===== src/rtl/sfx_scheduler_pkg.sv =====
// Shared game encodings for the sound-effect scheduler: game states, effect ids, FSM states.
// Also holds the fixed-priority pick used to choose among queued effect requests.
package sfx_scheduler_pkg;

    typedef enum logic [2:0] {
        GS_INIT = 3'd0,
        GS_WAIT = 3'd1,
        GS_GAME = 3'd2,
        GS_WIN  = 3'd3,
        GS_LOSE = 3'd4
    } game_state_e;

    typedef enum logic [1:0] {
        SFX_STAR = 2'd0,
        SFX_HIT  = 2'd1,
        SFX_WIN  = 2'd2,
        SFX_LOSE = 2'd3
    } sfx_e;

    typedef enum logic [1:0] {
        S_IDLE = 2'd0,
        S_PLAY = 2'd1,
        S_GAP  = 2'd2
    } fsm_e;

    // LOSE > WIN > HIT > STAR; returns STAR when nothing is set, so callers gate on |p.
    function automatic logic [1:0] prio_pick(input logic [3:0] p);
        if (p[3])      return 2'd3;
        else if (p[2]) return 2'd2;
        else if (p[1]) return 2'd1;
        else           return 2'd0;
    endfunction

endpackage


===== src/rtl/sfx_scheduler_if.sv =====
// Request/status bundle between game logic and the effect scheduler.
// master drives requests and game context, slave reports the active effect.
interface sfx_scheduler_if;
    logic       tick;
    logic [2:0] game_state;
    logic [3:0] req;
    logic       mute;
    logic [1:0] sfx_id;
    logic [3:0] step;
    logic       sfx_on;
    logic       bgm_pause;
    logic       grant;
    logic [3:0] pending;

    modport master (
        output tick, game_state, req, mute,
        input  sfx_id, step, sfx_on, bgm_pause, grant, pending
    );

    modport slave (
        input  tick, game_state, req, mute,
        output sfx_id, step, sfx_on, bgm_pause, grant, pending
    );
endinterface


===== src/rtl/sfx_scheduler.sv =====
// Queues effect requests and plays one at a time over background music, jingles preempting STAR/HIT.
// All outputs registered; a queued request is dispatched one clock after it becomes pending.
module sfx_scheduler
    import sfx_scheduler_pkg::*;
#(
    parameter int STAR_LEN   = 4,
    parameter int HIT_LEN    = 3,
    parameter int JINGLE_LEN = 8
) (
    input  logic           clk,
    input  logic           rst,
    sfx_scheduler_if.slave bus
);

    localparam logic [3:0] STAR_LAST   = 4'(STAR_LEN - 1);
    localparam logic [3:0] HIT_LAST    = 4'(HIT_LEN - 1);
    localparam logic [3:0] JINGLE_LAST = 4'(JINGLE_LEN - 1);

    fsm_e       state, state_nxt;
    logic [1:0] id_q, id_nxt;
    logic [3:0] step_q, step_nxt;
    logic [3:0] pending_q, pending_nxt;
    logic       grant_q, grant_nxt;
    logic       sfx_on_q, bgm_pause_q;
    logic [2:0] gs_prev_q;

    logic [3:0] set, clr, avail;
    logic [1:0] winner;
    logic       flush, in_menu, was_menu;

    function automatic logic [3:0] last_step(input logic [1:0] id);
        case (id)
            2'd0:    return STAR_LAST;
            2'd1:    return HIT_LAST;
            default: return JINGLE_LAST;
        endcase
    endfunction

    assign in_menu  = (bus.game_state == GS_INIT) || (bus.game_state == GS_WAIT);
    assign was_menu = (gs_prev_q == GS_INIT) || (gs_prev_q == GS_WAIT);
    assign flush    = in_menu && !was_menu;

    always_comb begin
        state_nxt = state;
        id_nxt    = id_q;
        step_nxt  = step_q;
        grant_nxt = 1'b0;
        set       = bus.mute ? 4'b0000 : bus.req;
        clr       = 4'b0000;
        avail     = pending_q;
        winner    = 2'd0;

        if (bus.mute) begin
            state_nxt = S_IDLE;
            clr       = 4'b1111;
        end else begin
            if (flush) clr = 4'b0011;
            // Requests flushed this edge must not be dispatched on the same edge.
            avail  = pending_q & ~clr;
            winner = prio_pick(avail);
            case (state)
                S_IDLE: begin
                    if (|avail) begin
                        state_nxt = S_PLAY;
                        id_nxt    = winner;
                        step_nxt  = 4'd0;
                        grant_nxt = 1'b1;
                        clr       = clr | (4'b0001 << winner);
                    end
                end
                S_PLAY: begin
                    if (flush && !id_q[1]) begin
                        state_nxt = S_IDLE;
                    end else if (!id_q[1] && (avail[3] || avail[2])) begin
                        // Preempted STAR/HIT is dropped, not requeued.
                        id_nxt    = winner;
                        step_nxt  = 4'd0;
                        grant_nxt = 1'b1;
                        clr       = clr | (4'b0001 << winner);
                    end else if (bus.tick) begin
                        if (step_q == last_step(id_q)) begin
                            state_nxt = S_GAP;
                            step_nxt  = 4'd0;
                        end else begin
                            step_nxt = step_q + 4'd1;
                        end
                    end
                end
                S_GAP: begin
                    if (bus.tick) state_nxt = S_IDLE;
                end
                default: state_nxt = S_IDLE;
            endcase
        end

        // Set wins over a same-cycle clear.
        pending_nxt = (pending_q & ~clr) | set;
    end

    always_ff @(posedge clk) begin
        if (rst) begin
            state       <= S_IDLE;
            id_q        <= 2'd0;
            step_q      <= 4'd0;
            pending_q   <= 4'd0;
            grant_q     <= 1'b0;
            sfx_on_q    <= 1'b0;
            bgm_pause_q <= 1'b0;
            gs_prev_q   <= GS_INIT;
        end else begin
            state       <= state_nxt;
            id_q        <= id_nxt;
            step_q      <= step_nxt;
            pending_q   <= pending_nxt;
            grant_q     <= grant_nxt;
            sfx_on_q    <= (state_nxt == S_PLAY);
            bgm_pause_q <= (state_nxt == S_PLAY) || (state_nxt == S_GAP);
            gs_prev_q   <= bus.game_state;
        end
    end

    assign bus.sfx_id    = id_q;
    assign bus.step      = step_q;
    assign bus.sfx_on    = sfx_on_q;
    assign bus.bgm_pause = bgm_pause_q;
    assign bus.grant     = grant_q;
    assign bus.pending   = pending_q;

endmodule


===== src/flat_wrapper.sv =====
// flat-port wrapper written by rule: the top's interface ports become plain ports
module sfx_scheduler_flat import sfx_scheduler_pkg::*;
#(
    parameter int STAR_LEN   = 4,
    parameter int HIT_LEN    = 3,
    parameter int JINGLE_LEN = 8
)
  (clk, rst, bus_tick, bus_game_state, bus_req, bus_mute, bus_sfx_id, bus_step, bus_sfx_on, bus_bgm_pause, bus_grant, bus_pending);
  sfx_scheduler_if bus_i ();
  input  logic clk;
  input  logic rst;
  input wire logic [$bits(bus_i.tick)-1:0] bus_tick;
  input wire logic [$bits(bus_i.game_state)-1:0] bus_game_state;
  input wire logic [$bits(bus_i.req)-1:0] bus_req;
  input wire logic [$bits(bus_i.mute)-1:0] bus_mute;
  output wire logic [$bits(bus_i.sfx_id)-1:0] bus_sfx_id;
  output wire logic [$bits(bus_i.step)-1:0] bus_step;
  output wire logic [$bits(bus_i.sfx_on)-1:0] bus_sfx_on;
  output wire logic [$bits(bus_i.bgm_pause)-1:0] bus_bgm_pause;
  output wire logic [$bits(bus_i.grant)-1:0] bus_grant;
  output wire logic [$bits(bus_i.pending)-1:0] bus_pending;
  assign bus_i.tick = bus_tick;
  assign bus_i.game_state = bus_game_state;
  assign bus_i.req = bus_req;
  assign bus_i.mute = bus_mute;
  assign bus_sfx_id = bus_i.sfx_id;
  assign bus_step = bus_i.step;
  assign bus_sfx_on = bus_i.sfx_on;
  assign bus_bgm_pause = bus_i.bgm_pause;
  assign bus_grant = bus_i.grant;
  assign bus_pending = bus_i.pending;
  sfx_scheduler #(.STAR_LEN(STAR_LEN), .HIT_LEN(HIT_LEN), .JINGLE_LEN(JINGLE_LEN)) u_core (.clk(clk), .rst(rst), .bus(bus_i));
endmodule

===== config.mk =====
export PLATFORM = sky130hd
export DESIGN_NAME = sfx_scheduler_flat
export DESIGN_NICKNAME = d
export VERILOG_FILES = /design/src/rtl/sfx_scheduler_pkg.sv /design/src/rtl/sfx_scheduler_if.sv /design/src/rtl/sfx_scheduler.sv /design/src/flat_wrapper.sv
export SDC_FILE = /design/constraint.sdc
export NUM_CORES = 1
export LEC_CHECK = 0
export BUFFER_PORTS_ARGS = -buffer_cell sky130_fd_sc_hd__buf_2
export CORE_ASPECT_RATIO = 0.9
export CORE_MARGIN = 2
export CORE_UTILIZATION = 40
export CTS_CLUSTER_SIZE = 28
export DETAILED_ROUTE_END_ITERATION = 6
export SYNTH_ARGS = -nofsm -noshare
export SYNTH_HDL_FRONTEND = slang
export SYNTH_SLANG_ARGS = --single-unit

===== constraint.sdc =====
create_clock -name clk -period 3.98 [get_ports clk]
set_clock_uncertainty 0.1 [all_clocks]
set_input_delay 0.796 -clock clk [delete_from_list [all_inputs] [get_ports clk]]
set_output_delay 0.796 -clock clk [all_outputs]
set_load 0.02 [all_outputs]

# [Word-level counts from Yosys, hierarchy flattened]
# Index checks and enable logic that the tools add are counted.
[classes] mux=40 n_reduce_logical=18 bitwise=7 eq_ne=12 add_sub_neg=1 shifts=1
[op_table] operator="two-way mux 4 bit" n=16
[op_table] operator="two-way mux 2 bit" n=14
[op_table] operator="case mux 4 bit (2 select lines)" n=2
[op_table] operator="AND reduction 5 bit" n=2
[op_table] operator="AND 4 bit" n=2
[op_table] operator="NOT 4 bit" n=2
[op_table] operator="bitwise OR 4 bit" n=2
[op_table] operator="equality test 2 x 1 -> 1 bit (second input constant)" n=3
[op_table] operator="equality test 3 x 1 -> 1 bit (second input constant)" n=2
[op_table] operator="zero test 3 bit" n=2
[op_table] operator="case mux 2 bit (3 select lines)" n=1
[op_table] operator="case mux 3 bit (2 select lines)" n=1
[op_table] operator="adder 4 x 1 -> 4 bit (second input constant)" n=1
[op_table] operator="equality test 2 bit (second input constant)" n=2
[op_table] operator="equality test 4 bit" n=1
[op_table] operator="zero test 2 bit" n=2
[op_table] operator="logical OR 1 bit" n=4
[op_table] operator="two-way mux 1 bit" n=4
[op_table] operator="!= test 2 x 1 -> 1 bit (second input constant)" n=2
[op_table] operator="case mux 2 bit (2 select lines)" n=1
[op_table] operator="OR reduction 4 bit" n=1
[op_table] operator="<< shifter 1 x 2 -> 4 bit (first input constant)" n=1
[op_table] operator="logical AND 1 bit" n=3
[op_table] operator="!= test 3 x 2 -> 1 bit (second input constant)" n=1
[op_table] operator="other kinds (6)" n=7
[totals] elab_cells=87 in_bits=11 out_inout_bits=13 regBits=18

# [Depth between registers and ports, before layout]
# Gate-level depths: netlist of the first run.
[logic_depth] depth_word=23 ltp_mapped=7

# [Worst setup path before layout of the first run]
# Ideal clock, no wire load.
[synth_timing] kind="input to register" from="input bus_game_state[2]" to="register u_core.bgm_pause_q (netlist: u_core.bus.bgm_pause)" setup_slack_ps=1905 setup_ps=66 t_arrival_ps=1908 t_required_ps=3814 path_stages=6 path_cell_list="nor4_2 > or2_2 > o21ai_0 > and2_1 > ha_1 > nor2_1"
[synth_via] elab_chain_cells=13
[synth_rtl] item="start, declared" line="flat_wrapper.sv:13" rtl="input wire logic [$bits(bus_i.game_state)-1:0] bus_game_state;"
[synth_rtl] item="equality test 3 x 1 -> 1 bit / zero test 3 bit (equally long branches)" line="sfx_scheduler.sv:39" rtl="assign in_menu = (bus.game_state == GS_INIT) || (bus.game_state == GS_WAIT);"
[synth_rtl] item="logical OR 1 bit (*)" line="sfx_scheduler.sv:39"
[synth_rtl] item="logical AND 1 bit (*)" line="sfx_scheduler.sv:41" rtl="assign flush = in_menu && !was_menu;"
[synth_rtl] item="two-way mux 2 bit" line="sfx_scheduler.sv:57" rtl="if (flush) clr = 4'b0011;"
[synth_rtl] item="two-way mux 4 bit" line="sfx_scheduler.sv:53" rtl="if (bus.mute) begin"
[synth_rtl] item="NOT 4 bit" line="sfx_scheduler.sv:59" rtl="avail = pending_q & ~clr;"
[synth_rtl] item="AND 4 bit" line="sfx_scheduler.sv:59"
[synth_rtl] item="OR reduction 4 bit" line="sfx_scheduler.sv:63" rtl="if (|avail) begin"
[synth_rtl] item="two-way mux 2 bit" line="sfx_scheduler.sv:63"
[synth_rtl] item="case mux 2 bit (3 select lines) (*)" line="sfx_scheduler.sv:61" rtl="case (state)"
[synth_rtl] item="two-way mux 2 bit (*)" line="sfx_scheduler.sv:53"
[synth_rtl] item="via u_core.state_nxt[0]" line="sfx_scheduler.sv:19" rtl="fsm_e state, state_nxt;"
[synth_rtl] item="equality test 2 x 1 -> 1 bit / equality test 2 bit (equally long branches)" line="sfx_scheduler.sv:117" rtl="bgm_pause_q <= (state_nxt == S_PLAY) || (state_nxt == S_GAP);"
[synth_rtl] item="logical OR 1 bit (*)" line="sfx_scheduler.sv:117"
[synth_rtl] item="end signal, assigned" line="sfx_scheduler.sv:117"
[synth_rtl] item="end, declared" line="sfx_scheduler.sv:24" rtl="logic sfx_on_q, bgm_pause_q;"
# Mark *: on every way through the listed nets, which the timed path passes. The rest lies on a longest branch. The select of a mux whose other input is x is not followed.
# A chain may end at the register's enable or synchronous reset.

# [Worst setup path after layout of the first run]
# Same ends and word-level chain as after synthesis.

==> results of run 1 <==
logic make-up after synthesis:
logic type,synth area share [%]
adder cells (fa/ha/maj),2.83
AO/OA/AOI/OAI,29.1
AND/OR/NAND/NOR,25.6
flip-flops,38.5
buffers and inverters,2.97
XOR/XNOR,0.990
flip-flops by register name (all words and copies together), names as in the netlist:
signal / count
u_core.state: 2
u_core.bus.grant: 1
u_core.bus.bgm_pause: 1
u_core.bus.step: 4
u_core.gs_prev_q: 2
u_core.bus.sfx_id: 2
u_core.bus.pending: 4
u_core.bus.sfx_on: 1
worst paths after layout:
kind | startpoint | end | slack (ns) | cells past startpoint
worst max-delay path | bus_game_state[2] | u_core.bus.bgm_pause$_SDFF_PP0_ | 1.93 | 7
worst min-delay path | u_core.bus.sfx_id[0]$_SDFFE_PP0P_ | u_core.bus.sfx_id[0]$_SDFFE_PP0P_ | 0.41 | 2
worst max register to register | u_core.bus.pending[2]$_SDFF_PP0_ | u_core.bus.bgm_pause$_SDFF_PP0_ | 1.98 | 7
worst min register to register | u_core.bus.sfx_id[0]$_SDFFE_PP0P_ | u_core.bus.sfx_id[0]$_SDFFE_PP0P_ | 0.41 | 2
per-layer routing:
metal | track usage [%] | part of all wire, % | wire length, um
met5 | 0 | 0 | 0
met4 | 5.13 | 0.42 | 8
met3 | 3.40 | 6.7 | 128
met2 | 24.1 | 41 | 787
met1 | 25.4 | 52 | 995
area by class of cell:
cell class	count	share of cell area, %
clock buffers	4	2.51
inverters	5	1.79
well taps	27	3.23
repair buffers	22	10.5
flip-flops and latches	17	32.5
multi-input cells	69	49.5
cell usage in the layout (no fill, tap or decap), types with 2 or more instances in the layout:
cell type   n
inv_1       5
or3_1       2
clkbuf_4    3
nor2_1      3
ha_1        2
buf_2      22
nor3b_1     2
nor3_1      4
nor2b_1     3
or2_2       2
a32o_1      2
a21oi_1     4
o21ai_1     2
o21ai_0     6
dfxtp_1    17
and3_1      3
nand2_1     2
a31oi_1     3
nor4_1      2
nor2_2      2
o211ai_1    2
o21a_1      2
worst register-to-register path: cells and delay by family, from the launching register on:
family / cells / cell delay (ns)
AND/OR/NAND/NOR: 5 / 1.11
flip-flops: 1 / 0.36
adder cells (fa/ha/maj): 1 / 0.28
AO/OA/AOI/OAI: 1 / 0.09
power breakdown:
group,total (mW),internal [mW],switching (mW)
sequential,0.183,0.177,0.00636
clock,0.0927,0.0390,0.0538
combinational,0.0621,0.0256,0.0365
==> results.tsv, run 1 <==
metric	value	unit
maxSlewHeadroom	69.9	%
cts_made_buffers	3	
ant_nets	0	
tightest_slew	0.447	ns
drive_above_1_share	34.2	%
clock_path_buffers	2	
p_leak	0.469	nW
yosysUniqueCellTypes	42	
fp.dieW	53.6	um
dp.cells	140	
die_area	2600	um^2
status	finished, final reports clean	
vdd_drop_max	0.198	mV
fmax	488	MHz
cp_slowest_cell	nor4_2	
pre_cts_slack	1.63	ns
critical_path_buf_inv_count	1	
antenna_found_initial	0	
finalSetupViolCount	0	
coreArea	2140	um^2
track_usage	16.9	%
std_cell_rows	16	
postSynthCellCount	93	
overflow	0	
synth_edf_count	0	
max_stage_delay	0.41	ns
place_congestion	0.793	
timing.setup.tns	0	ns
hpwl	1470	um
fin_cells	144	
start_util	41.3	%
place_area	1020	um^2
grt_pass1_wl	3320	um
yosysTopAreaCell	dfxtp_1	
cts_resized	0	
ff_latch_area	340	um^2
hp-class	register to register	
start_kind	input pin	
synth_ff_type	dfxtp_1	
wirelength	1920	um
ys_seq_area_share	38.5	%
crit_family	simple AND/OR/NAND/NOR gates	
fillCellCount	215	
power_density	323	nW/um^2
fin_crit_sh	51.5	%
drc	0	
ys_ff_latch	17	
worstPathMaxFanout	5	
syn2layout_area_growth	18.4	%
clk_latency	0.29	ns
via_per_inst	5.55	
syn_area	885	um^2
slew_violations	0	
finalWorstSetupSlack	1.93	ns
drt_iter0_drc	14	
worstSetupEndpointType	register	
hold-worst-slack	0.412	ns
final_util	48.9	%
htree_levels	1	
cts_tree	done	
cts_setup_buffers	0	
cts_sinks	17	
multi_input_area	518	um^2
worstSetupPathType	input pin to register	
p_total	0.338	mW
maxCapViolations	0	
ys_warn_count	0	
grt_pass1_vias	743	
report.final.hold_viol_count	0	
yosysMostFrequentCell	dfxtp_1	
fin_nets	131	
cts-root-buf	clkbuf_4	
syn_area_per_cell	9.51	um^2
synthTopCellsByArea	dfxtp_1, o21ai_0, ha_1	
detail_route.wl_per_cell	13.3	um
synth_nets	106	
final_area	1050	um^2
arrival	2.18	ns
min_period	2.05	ns
netlist.area_leader.share	38.5	%
dr.pass1.iters	4	
io_pins	24	
crit_chain	buf_2, nor4_2, or2_2, o21ai_0, and2_1, ha_1, nor2_1	
synthArstFlopShare	0	%
cts_hold_buf	0	
n_antenna_cell	0	
cp.required	4.11	ns
clkTransAtPathRegs	0.10	ns
vias	799	
die_h	48.6	um
grt_max_degree	15	
portBuffers	22	
rsz0062_at_grt	no	
synthTopCellsByCount	dfxtp_1, o21ai_0, inv_1	
(Power assumes the default switching activity.)
==> run 2: changes to the inputs <==
--- a/config.mk
+++ b/config.mk
@@ -11,6 +11,7 @@
 export CORE_UTILIZATION = 40
 export CTS_CLUSTER_SIZE = 28
 export DETAILED_ROUTE_END_ITERATION = 6
+export PLACE_DENSITY = 0.66
 export SYNTH_ARGS = -nofsm -noshare
 export SYNTH_HDL_FRONTEND = slang
 export SYNTH_SLANG_ARGS = --single-unit
==> constraint.sdc (replaced) <==
create_clock -name clk -period 1.84 [get_ports clk]
set_clock_uncertainty 0.1 [all_clocks]
set_input_delay 0.368 -clock clk [delete_from_list [all_inputs] [get_ports clk]]
set_output_delay 0.368 -clock clk [all_outputs]
set_load 0.02 [all_outputs]
==> run 2 against run 1 <==
Hold slack worse by 0.19 ns. Sequential power grew 120%. Wire length is 13% higher. Design area up 11%. Via count up 4.8%. Flip-flop and latch count unchanged. Register-to-register slack got worse by 2.0 ns. Total power grew 120%. Critical path depth is 1 lower. Non-clock buffer count rose by 7.
==> results.tsv, run 2 (synthesis gave the netlist of run 1 again) <==
metric	value	unit
clk_latency	0.29	ns
clock_path_buffers	2	
syn2layout_area_growth	31.7	%
hpwl	1580	um
tightest_slew	0.395	ns
cts_sinks	17	
wirelength	2160	um
min_period	1.83	ns
worstSetupEndpointType	register	
status	finished, final reports clean	
rsz0062_at_grt	yes	
track_usage	18.9	%
report.final.hold_viol_count	0	
die_area	2600	um^2
overflow	0	
place_congestion	0.867	
cts_hold_buf	0	
antenna_found_initial	0	
hp-class	input pin to register	
crit_chain	nor2_4, o31ai_4, buf_4, o21a_1, or4b_1, a21oi_1	
worstSetupPathType	register to register	
fp.dieW	53.6	um
maxSlewHeadroom	73.4	%
finalSetupViolCount	0	
grt_pass1_wl	3640	um
ant_nets	0	
drt_iter0_drc	7	
die_h	48.6	um
dr.pass1.iters	4	
fillCellCount	201	
htree_levels	1	
vdd_drop_max	0.403	mV
drc	0	
grt_max_degree	15	
layout_commonest_cell	buf_2	
cp_slowest_cell	or4b_1	
p_leak	0.521	nW
power_density	649	nW/um^2
via_per_inst	5.54	
cts_made_buffers	3	
slew_violations	0	
coreArea	2140	um^2
fin_crit_sh	99.5	%
start_kind	register	
maxCapViolations	0	
grt_pass1_vias	809	
final_util	54.4	%
start_util	41.3	%
n_antenna_cell	0	
drive_above_1_share	46.0	%
std_cell_rows	16	
clkTransAtPathRegs	0.10	ns
cp.required	1.96	ns
cts_tree	done	
hold-worst-slack	0.218	ns
cts-root-buf	clkbuf_4	
max_stage_delay	0.53	ns
final_cell_mix	buf_2, dfxtp_1, buf_4	
fin_nets	138	
worstPathMaxFanout	6	
fmax	546	MHz
arrival	1.95	ns
detail_route.wl_per_cell	14.3	um
portBuffers	22	
vias	837	
io_pins	24	
## run 2: cell types whose count changed in the layout (fill, tap and decap cells not counted), moves of 2 or more
cell / delta
buf_4: +7
dfxtp_4: +3
nor2_2: -2
dfxtp_1: -8
dfxtp_2: +5
nor2_4: +2
## run 2: cell type report
class | instances | area [um^2] | share of cell area [%]
clock buffers | 3 | 22.5 | 1.93
clock inverters | 1 | 5.00 | 0.430
inverters | 5 | 18.8 | 1.61
multi-input cells | 69 | 564 | 48.4
flip-flops and latches | 17 | 358 | 30.7
well taps | 27 | 33.8 | 2.90
repair buffers | 29 | 163 | 14.0
## run 2: path summary, 6_finish.rpt
| kind | from | end | slack [ns] | depth (start not counted) |
|---|---|---|---|---|
| setup / recovery | u_core.state[1]$_SDFF_PP0_ | u_core.bus.step[1]$_SDFFE_PP0P_ | 0.009 | 6 |
| hold / removal | bus_req[2] | u_core.bus.pending[2]$_SDFF_PP0_ | 0.22 | 3 |
| setup reg to reg | u_core.state[1]$_SDFF_PP0_ | u_core.bus.step[1]$_SDFFE_PP0P_ | 0.009 | 6 |
| hold reg to reg | u_core.state[1]$_SDFF_PP0_ | u_core.bus.grant$_SDFF_PP0_ | 0.41 | 1 |
## run 2: what timing repair did
item                                    in CTS  in global routing
buffers inserted                             1                  1
pin swaps                                    3                  2
endpoints found under the setup margin       1                  3
resized for setup                            3                 10
## run 2: power breakdown
group	switching (mW)	internal, mW	total (mW)
registers	0.0165	0.380	0.397
clock network	0.122	0.0808	0.203
logic	0.0876	0.0685	0.156
## run 2: critical path, delay by kind of cell (launching register included)
kind	cells	cell delay, ns
AND/OR/NAND/NOR	2	0.66
buffers and inverters	1	0.15
flip-flops	1	0.39
AO/OA/AOI/OAI	3	0.46
## run 2: routing by layer
| layer | up-vias | GRT usage, % | share of wire [%] |
|---|---|---|---|
| li1 | 417 | - | - |
| met1 | 396 | 25.8 | 49 |
| met2 | 20 | 28.2 | 45 |
| met3 | 4 | 4.94 | 4.9 |
| met4 | 0 | 6.84 | 1.1 |
| met5 | - | 0 | 0 |
## run 2: per-stage QoR
step	TNS, ns	cells	area (um^2)	total power, mW	setup WS, ns
after floorplan	0	93	915	0.503	0.0310
after global placement	0	145	1090	0.548	0.0373
after detailed placement	0	145	1090	0.551	0.00889
after CTS	-0.00898	150	1140	0.762	-0.00898
after global routing	-0.0942	151	1160	0.806	-0.0657
final	0	151	1160	0.755	0.00872
==> run 3: changes to the inputs <==
--- a/config.mk
+++ b/config.mk
@@ -11,7 +11,6 @@
 export CORE_UTILIZATION = 40
 export CTS_CLUSTER_SIZE = 28
 export DETAILED_ROUTE_END_ITERATION = 6
-export PLACE_DENSITY = 0.66
 export SYNTH_ARGS = -nofsm -noshare
 export SYNTH_HDL_FRONTEND = slang
 export SYNTH_SLANG_ARGS = --single-unit
==> constraint.sdc (replaced) <==
create_clock -name clk -period 1.94 [get_ports clk]
set_clock_uncertainty 0.1 [all_clocks]
set_input_delay 0.388 -clock clk [delete_from_list [all_inputs] [get_ports clk]]
set_output_delay 0.388 -clock clk [all_outputs]
set_load 0.02 [all_outputs]
==> run 3 against run 2 <==
Hold slack improved by 0.012 ns. Combinational power fell by 6%. Design area fell by 2.5%. Core utilization fell by 1.3 points. Global-route usage fell by 0.77 points. Clock power fell by 8%. Sequential power fell by 6.0%. Count of clock-buffer cells in the layout rose by 1. Flip-flop and latch count did not move. Total power fell by 6.5%. Cell count did not move. Highest routed layer is now met3.
==> results.tsv, run 3 (synthesis gave the netlist of run 1 again) <==
metric	value	unit
min_period	1.84	ns
cts_sinks	17	
maxSlewHeadroom	72.9	%
timing.setup.tns	0	ns
highest_layer	met3	
hpwl	1580	um
status	finished, final reports clean	
io_pins	24	
cts_resized	0	
place_congestion	0.827	
maxCapViolations	0	
power_density	622	nW/um^2
hold_start	bus_req[2]	
detail_route.wl_per_cell	13.6	um
fin_cells	151	
dr_wl_met3	130	um
p_leak	0.510	nW
cts_made_buffers	3	
cts-root-buf	clkbuf_4	
layout_commonest_cell	buf_2	
critical_path_buf_inv_count	1	
crit_chain	nor2b_4, o41ai_2, buf_4, o32a_2, or3_1, a21oi_1	
start_kind	register	
track_usage	18.1	%
clkTransAtPathRegs	0.09	ns
arrival	1.96	ns
clk_latency	0.29	ns
hp-class	input pin to register	
clock_path_buffers	2	
syn2layout_area_growth	28.4	%
die_h	48.6	um
std_cell_rows	16	
report.final.hold_viol_count	0	
cts_tree	done	
cp_slowest_cell	dfxtp_1	
htree_levels	1	
finalSetupViolCount	0	
worstSetupPathType	register to register	
vias	824	
worstSetupEndpointType	register	
grt_max_degree	15	
seqPwrFrac	52.8	%
drive_above_1_share	41.1	%
pwr-share-comb	20.9	%
fp.dieW	53.6	um
critPathLaunch	u_core.state[1]$_SDFF_PP0_	
fin_crit_sh	94.6	%
final_cell_mix	buf_2, dfxtp_1, buf_4	
dr.pass1.iters	4	
start_util	41.3	%
switchingPower	0.200	mW
vdd_drop_max	0.369	mV
cts_setup_buffers	0	
crit_family	compound AO/OA/AOI/OAI gates	
dp.cells	147	
fmax	545	MHz
switching_share	28.4	%
portBuffers	22	
reg2reg_from	u_core.state[1]$_SDFF_PP0_	
m1WireLength	1020	um
wl_met2	904	um
fin_nets	138	
die_area	2600	um^2
pre_cts_slack	0.0785	ns
tightest_slew	0.402	ns
intPower	0.506	mW
rsz0062_at_grt	no	
cts_hold_buf	0	
grt_pass1_vias	769	
r2r_slack	0.10	ns
max_stage_delay	0.40	ns
p_clk_share	26.3	%
slew_violations	0	
finalWorstSetupSlack	0.104	ns
coreArea	2140	um^2
antenna_found_initial	0	
n_antenna_cell	0	
drc	0	
overflow	0	
worstPathMaxFanout	6	
wirelength	2050	um
p_total	0.706	mW
fillCellCount	207	
grt_pass1_wl	3490	um
via_per_inst	5.46	
drt_iter0_drc	15	
ant_nets	0	
final_util	53.0	%
cp.required	2.07	ns
[run 3: metal layers]
layer | up-vias | track usage [%]
met4 | 0 | 1.28
met3 | 0 | 6.48
met2 | 26 | 28.0
li1 | 416 | -
met5 | - | 0
met1 | 382 | 25.1
[run 3: final timing paths]
path,end,depth (start not counted)
setup / recovery,u_core.bus.sfx_id[0]$_SDFFE_PP0P_,6
hold / removal,u_core.bus.pending[2]$_SDFF_PP0_,3
setup reg to reg,u_core.bus.sfx_id[0]$_SDFFE_PP0P_,6
hold reg to reg,u_core.bus.sfx_id[0]$_SDFFE_PP0P_,2
[run 3: worst min-delay path, cell delays in order]
cell      delay [ns]
buf_2           0.09
inv_1           0.04
a211oi_1        0.05
[run 3: per-stage QoR]
step	hold WS, ns	area, um^2
2_1_floorplan	0.360	885
3_3_place_gp	0.390	1070
3_5_place_dp	0.400	1070
4_1_cts	0.222	1100
5_1_grt	0.229	1140
6_report	0.229	1140
[run 3: final cells by class]
type	count	area (um^2)	share of cell area [%]
sequential	17	342	30.1
timing repair buffer	29	163	14.3
tap	27	33.8	2.97
inverter	5	18.8	1.65
clock buffer	4	26.3	2.31
multi-input combinational	69	553	48.7
[run 3: power by group through the flow]
stage          Clock (mW)  Sequential, mW  Combinational (mW)
5_1_grt             0.216           0.376               0.162
2_1_floorplan           0           0.395              0.0755
3_3_place_gp            0           0.380               0.141
4_1_cts             0.198           0.372               0.143
6_report            0.186           0.373               0.147
3_5_place_dp            0           0.380               0.142
